<file path="src/rtl/sparc_ifu_thrsched.sv">
// sparc_ifu_thrsched: four-thread DEAD/RDY/RUN/WAIT scheduler with LRU pick of the fetch thread.
// Optional per-thread WAIT watchdog is built when SPARC_THRSCHED_WDOG_EN is defined.
module sparc_ifu_thrsched #(
  parameter int NTHR = 4,
  parameter int TO_W = 10
) (
  input  logic            clk,
  input  logic            rst_l,
  input  logic [NTHR-1:0] thr_activate,
  input  logic [NTHR-1:0] thr_halt,
  input  logic            sw_wait,
  input  logic            sw_yield,
  input  logic            stall,
  input  logic [NTHR-1:0] completion,
  output logic [NTHR-1:0] thr_f,
  output logic            run_valid,
  output logic [NTHR-1:0] thr_rdy,
  output logic [NTHR-1:0] thr_wait,
  output logic            all_wait,
  output logic [NTHR-1:0] wdog_err
);
  typedef enum logic [1:0] {DEAD = 2'b00, RDY = 2'b01, RUN = 2'b10, WAIT = 2'b11} st_t;
  st_t st [NTHR];
  st_t st_n [NTHR];
  logic [1:0] ord [NTHR];
  logic [1:0] ord_n [NTHR];
  logic [NTHR-1:0] run, rdy, wt, cand;
  logic [1:0] sel;
  logic found, leave, go;
  int pos;
  always_comb begin
    for (int i = 0; i < NTHR; i++) begin
      run[i] = st[i] == RUN;
      rdy[i] = st[i] == RDY;
      wt[i] = st[i] == WAIT;
    end
  end
  // Candidates are RDY before this edge; a thread halted this cycle cannot be picked.
  assign cand = rdy & ~thr_halt;
  assign leave = |(run & thr_halt) || sw_wait || (sw_yield && |cand);
  always_comb begin
    found = 1'b0;
    sel = '0;
    pos = 0;
    for (int p = NTHR - 1; p >= 0; p--)
      if (cand[ord[p]]) begin
        found = 1'b1;
        sel = ord[p];
        pos = p;
      end
  end
  assign go = !stall && (!(|run) || leave) && found;
  always_comb begin
    for (int p = 0; p < NTHR; p++)
      ord_n[p] = (!go || p < pos) ? ord[p] : (p == NTHR - 1) ? sel : ord[(p + 1) % NTHR];
  end
  always_comb begin
    for (int i = 0; i < NTHR; i++)
      st_n[i] = thr_halt[i] ? DEAD :
                st[i] == DEAD ? (thr_activate[i] ? RDY : DEAD) :
                st[i] == RUN  ? (sw_wait ? (completion[i] ? RDY : WAIT) : (sw_yield && |cand) ? RDY : RUN) :
                st[i] == WAIT ? (completion[i] ? RDY : WAIT) :
                (go && sel == 2'(i)) ? RUN : RDY;
  end
  always_ff @(posedge clk) begin
    if (!rst_l)
      for (int i = 0; i < NTHR; i++) begin
        st[i] <= DEAD;
        ord[i] <= 2'(i);
      end
    else begin
      st <= st_n;
      ord <= ord_n;
    end
  end
  assign thr_f = run;
  assign run_valid = |run;
  assign thr_rdy = rdy;
  assign thr_wait = wt;
  assign all_wait = !(|run) && !(|rdy) && |wt;
`ifdef SPARC_THRSCHED_WDOG_EN
  logic [TO_W-1:0] cnt [NTHR];
  logic [NTHR-1:0] err;
  always_ff @(posedge clk) begin
    if (!rst_l)
      for (int i = 0; i < NTHR; i++) begin
        cnt[i] <= '0;
        err[i] <= 1'b0;
      end
    else
      for (int i = 0; i < NTHR; i++)
        if (st[i] != WAIT || st_n[i] != WAIT) begin
          cnt[i] <= '0;
          err[i] <= 1'b0;
        end else if (!(&cnt[i])) begin
          cnt[i] <= cnt[i] + 1'b1;
          err[i] <= ~cnt[i] == TO_W'(1);
        end
  end
  assign wdog_err = err;
`else
  assign wdog_err = {NTHR{TO_W < 1}};
`endif
endmodule
</file>
<file path="config.mk">
export PLATFORM = sky130hd
export DESIGN_NAME = sparc_ifu_thrsched
export DESIGN_NICKNAME = d
export VERILOG_FILES = /design/src/rtl/sparc_ifu_thrsched.sv
export SDC_FILE = /design/constraint.sdc
export NUM_CORES = 1
export LEC_CHECK = 0
export ABC_AREA = 1
export BUFFER_PORTS_ARGS = -buffer_cell sky130_fd_sc_hd__buf_2
export CAP_MARGIN = 20
export CORE_MARGIN = 2
export CORE_UTILIZATION = 52
export DETAILED_ROUTE_END_ITERATION = 8
export MAX_ROUTING_LAYER = met4
export PLACE_DENSITY = 0.84
export SLEW_MARGIN = 5
export SYNTH_ARGS = -nofsm -noshare
export SYNTH_HDL_FRONTEND = slang
export SYNTH_SLANG_ARGS = --single-unit
</file>
<file path="constraint.sdc">
create_clock -name clk -period 1.8 [get_ports clk]
set_input_delay 0.36 -clock clk [delete_from_list [all_inputs] [get_ports clk]]
set_output_delay 0.36 -clock clk [all_outputs]
set_load 0.005 [all_outputs]
</file>
---- Word-level counts from Yosys, hierarchy flattened ----
Index checks and enable logic that the tools add are counted.
word-level totals
  register bits ........................... 16
  latch bits .............................. 0
  RAM bits ................................ 0
  bits in read-only memories .............. 0
  input port bits ......................... 17
  output and inout bits ................... 18
  logic and storage cells ................. 118
  memories kept ........................... 0
operators by class
  add/sub/neg operators ................... 0
  multiply operators ...................... 0
  div/mod/pow operators ................... 0
  order comparisons ....................... 8
  equality and inequality tests ........... 15
  shift-type cells ........................ 0
  muxes and demuxes ....................... 49
  bitwise logic cells ..................... 4
  reduce and logical (&&, ||, !) cells .... 34
operators by type and width
  operator             count
  $mux 32              3
  $lt 3x32->1 const A  2
  $mux 2               30
  $lt 1x32->1 const A  1
  $lt 2x32->1 const A  1
  $eq 2x2->1 const B   10
  $reduce_or 4->1      5
  $lt 2x3->1 const B   4
  $mux 1               12
  $eq 2x1->1 const B   5
  $logic_not 2->1      5
  $logic_and 1x1->1    9
  $and 4x4->4          2
  $bmux 1 s2           4
  $reduce_or 2->1      4
  $logic_or 1x1->1     7
  $logic_not 1->1      4
  $not 4->4            1
  $not 1->1            1

---- Longest topological paths before layout ----
  depth after elaboration ................. 14
  depth in mapped cells ................... 14
  depth with buffers taken out ............ 14

---- Least setup slack after synthesis ----
OpenSTA, ideal clock, no wires.
  path kind ............................... input port to flip-flop
  start ................................... in thr_halt[2]
  end ..................................... reg ord[2] in the netlist's numbering
  library setup time ...................... 0.115 ns
  arrival ................................. 1.368 ns
  data required time ...................... 1.685 ns
  slack ................................... 0.317 ns
  cell stages on the path ................. 12
  buffers on the path ..................... 0
  cell sequence ........................... inv_1 -> nand3_2 -> nand2_1 -> nand3_2 -> nand2_1 -> inv_1 -> o21ai_0 -> nand2_1 -> nand2_2 -> nand2_1 -> o21ai_1 -> nor2_1
on the way
  word-level cells in the longest chain between the ends .. 11
  elaborated cells between the ends (all ways) .. 30
  classes of those cells .................. order compare: 1; mux: 16; bitwise: 3; reduce/logical: 10
ends and longest elaborated chain
  what                                                                  RTL line  RTL
  start, declared                                                       10        input logic [NTHR-1:0] thr_halt,
  parallel branches: the longest is 10 deep, another holds $lt 3x32->1  --
  $logic_or 1x1->1 *                                                    55        ord_n[p] = (!go || p < pos) ? ord[p] : (p == NTHR - 1) ? sel : ord[(p + 1) % NTHR];
  end signal, assigned by index                                         69        ord[i] <= 2'(i);
  end signal, assigned                                                  73        ord <= ord_n;
  end, declared                                                         25        logic [1:0] ord [NTHR];
Mark *: on every way between the ends. The select of a mux whose other input is x is not followed.
A chain may end at the register's enable or synchronous reset.

---- Worst setup path after layout ----
  start ................................... reg st[7] in the netlist's numbering
  end ..................................... out all_wait
on the way
  word-level cells in the longest chain between the ends .. 5
  elaborated cells between the ends (all ways) .. 10
  classes of those cells .................. eq/ne: 3; reduce/logical: 7
ends and longest elaborated chain
  what                                      RTL line  RTL
  start, declared                           23        st_t st [NTHR];
  start signal, assigned                    72        st <= st_n;
  $eq 2x2->1 or $eq 2x1->1 (tied branches)  33, 34
  $reduce_or 4->1                           80        assign all_wait = !(|run) && !(|rdy) && |wt;
  $logic_not 1->1                           80
  $logic_and 1x1->1                         80
  $logic_and 1x1->1 *                       80
  end, declared                             19        output logic all_wait,
Every way passes the cells marked *; elsewhere a longest branch is shown, timed or not.

==> qor.yml <==
root_buffer: "clkbuf_4"
final.min_clock_period_ns: 1.69
wl_per_cell_um: 12.1
cts.sinks: 16
cts_buffers: 3
gp_congestion: 1.03
cp_cell_sequence: "inv_2 -> nor2_2 -> inv_1 -> nand4_2 -> nor3_2 -> buf_2"
synth_compound_area_frac: 0.134
synth_xor_area_frac: 0
dpl-instance-area_mm2: 0.00150
hold_depth: 4
r2r_slack_ns: 0.17
dp_hpwl_um: 2660
crit_arrival_ns: 1.33
antenna_cells: 0
fin_skew_ns: 0.0151
first_global_vias: 1171
internal_power_mw: 0.950
power-per-cell-area_mw_per_mm2: 1310
clkLatencyLatePin_ns: 0.29
nFillCells: 240
p_clk_frac: 0.095
final_nets: 269
endpoint_kind: "output port"
r2r-start: "st[3]"
crit_slowest_cell: "dfxtp_2"
final_cell_area_mm2: 0.00154
grt_pass1_wl_um: 5010
place_ws_ns: 0.0457
min-delay-start: "completion[1]"
post-route-period-util: 0.941
setup_ws_ns: 0.106
synth-simple-area-share: 0.480
area_growth_pct: 15.2
setup_violations: 0
row_count: 18
die_x_um: 54.7
wl_um: 3400
crit_fanout: 4
synth_top_family_by_area: "simple AND/OR/NAND/NOR gates"
start_util: 0.545
synth_ff_type: "dfxtp_1"
post-route-drc-count: 0
layout-drive-gt1-share: 0.320
synth_cell_types: 27
syn-cell-area_mm2: 0.00134
combPwrFrac: 0.636
crit_required_ns: 1.44
reg2regPathDepth: 13
cts_tree: "yes"
status: "complete, no violations"
min_to: "st[5]"
synth-seq-area-share: 0.239
cts_setup_buffers: 0
synth.avg_cell_area_um2: 6.11
synth_edf_count: 0
report.final.slew_viol_count: 0
max-cap-violations: 0
io_buffers: 30
groute.usage.overall: 0.243
fmax_ghz: 0.590
ys_ff_latch: 16
slowest_delay_ns: 0.35
antenna_found_initial: 0
dieArea_mm2: 0.00299
clk_pin_slew_ns: 0.10
die_h_um: 54.7
ios: 35
syn_inst: 219
coreArea_mm2: 0.00245
grt_start_max_net_pins: 13
yosys-mux-area-fraction: 0
drt_first_iter_violations: 52
seqPwrFrac: 0.269
power.switching_mw: 1.08
critical_path_class: "reg -> out"
crit_path_start_kind: "register"
peakVddDrop_mv: 0.985
via_per_inst: 5.22
synth_fa_ha_area_frac: 0
vias: 1462
swShare: 0.531
hold_path_class: "in -> reg"
p_leak_nw: 0.858
reg2reg_to: "st[4]"
cts_buffer_depth: 2
finalHoldViolCount: 0
synth-async-reset-ratio: 0
ys_warn_count: 0
drtAntennaViolNets: 0
h-tree-depth: 1
first_pass_iters: 5
overflow: 0
-- cell families (layout without fill, tap and decap cells) --
family / after synthesis / after routing
AND/OR/NAND/NOR: 124 / 124
buffers and inverters: 45 / 73
other: 1 / 4
AO/OA/AOI/OAI: 33 / 33
flip-flops: 16 / 16
-- worst max-delay path by stage --
stage | start | endpoint | cells past startpoint
after floorplan | thr_halt[2] | ord[2] | 12
after global placement | thr_halt[1] | ord[2] | 13
after detailed placement | thr_halt[2] | ord[2] | 13
after CTS | st[4] | all_wait | 5
after global routing | st[1] | all_wait | 6
final | st[7] | all_wait | 6
-- synthesized netlist by cell type, types with 5 or more instances --
cell	number	area, um^2
a21oi_1	16	80.1
buf_4	5	37.5
dfxtp_1	16	320
inv_1	33	124
inv_2	5	18.8
nand2_1	60	225
nand2_2	7	43.8
nand3_1	7	35.0
nand3_2	7	70.1
nor2_1	22	82.6
nor2_2	5	31.3
o21ai_0	9	45.0
-- per-layer routing --
metal,part of all wire,vias up,GRT usage
li1,-,748,-
met3,0.060,9,0.0328
met1,0.44,647,0.288
met2,0.48,58,0.429
met5,0,-,-
met4,0.016,0,0.0625
-- stage by stage --
| step | power [mW] | util | instances | hold WS [ns] | TNS, ns |
|---|---|---|---|---|---|
| 6_report | 2.03 | 0.628 | 280 | 0.343 | 0 |
| 5_1_grt | 2.22 | 0.628 | 280 | 0.356 | -0.0129 |
| 4_1_cts | 1.99 | 0.620 | 280 | 0.344 | 0 |
| 3_5_place_dp | 1.79 | 0.611 | 277 | 0.498 | 0 |
| 3_3_place_gp | 1.79 | 0.611 | 277 | 0.487 | 0 |
| 2_1_floorplan | 1.56 | - | 222 | 0.464 | 0 |
-- power groups by stage --
stage / Sequential, mW / Combinational [mW] / Clock (mW)
3_3_place_gp: 0.547 / 1.24 / 0
5_1_grt: 0.552 / 1.45 / 0.216
6_report: 0.544 / 1.29 / 0.192
2_1_floorplan: 0.515 / 1.05 / 0
4_1_cts: 0.536 / 1.26 / 0.196
3_5_place_dp: 0.543 / 1.25 / 0
-- worst max-delay path, delay by kind of cell, from the launching register on --
family	cells	cell delay, ns
simple gates	3	0.39
buf+inv	3	0.31
flops	1	0.35
-- cells in the final DEF, fill, tap and decap left out, types with 4 or more instances in the layout --
cell type,synthesis,final
nor2_2,5,4
nand2_4,4,4
buf_2,0,30
nand2_2,7,7
nand3_2,7,7
dfxtp_1,16,8
nand2_1,60,60
a21oi_1,16,16
o21ai_0,9,9
nand4_1,4,4
dfxtp_2,0,8
inv_1,33,32
nand3_1,7,7
conb_1,1,4
nor2_1,22,22
inv_2,5,6
-- timing repair --
item                       CTS  global route
resized for setup            0            11
setup endpoints to repair    0             8
hold buffers                 0             0
-- layout make-up --
cell class              count  area [um^2]  area share
multi-input cells         161          846       0.549
flip-flops and latches     16          330       0.214
inverters                  40          155       0.101
repair buffers             30          150      0.0974
well taps                  30         37.5      0.0244
clock buffers               3         22.5      0.0146
-- state kept, by name, summed over array words and instances, names as in the netlist --
| name | flops |
|---|---|
| ord | 8 |
| st | 8 |
Note: power is estimated with default switching activity, not from simulation.
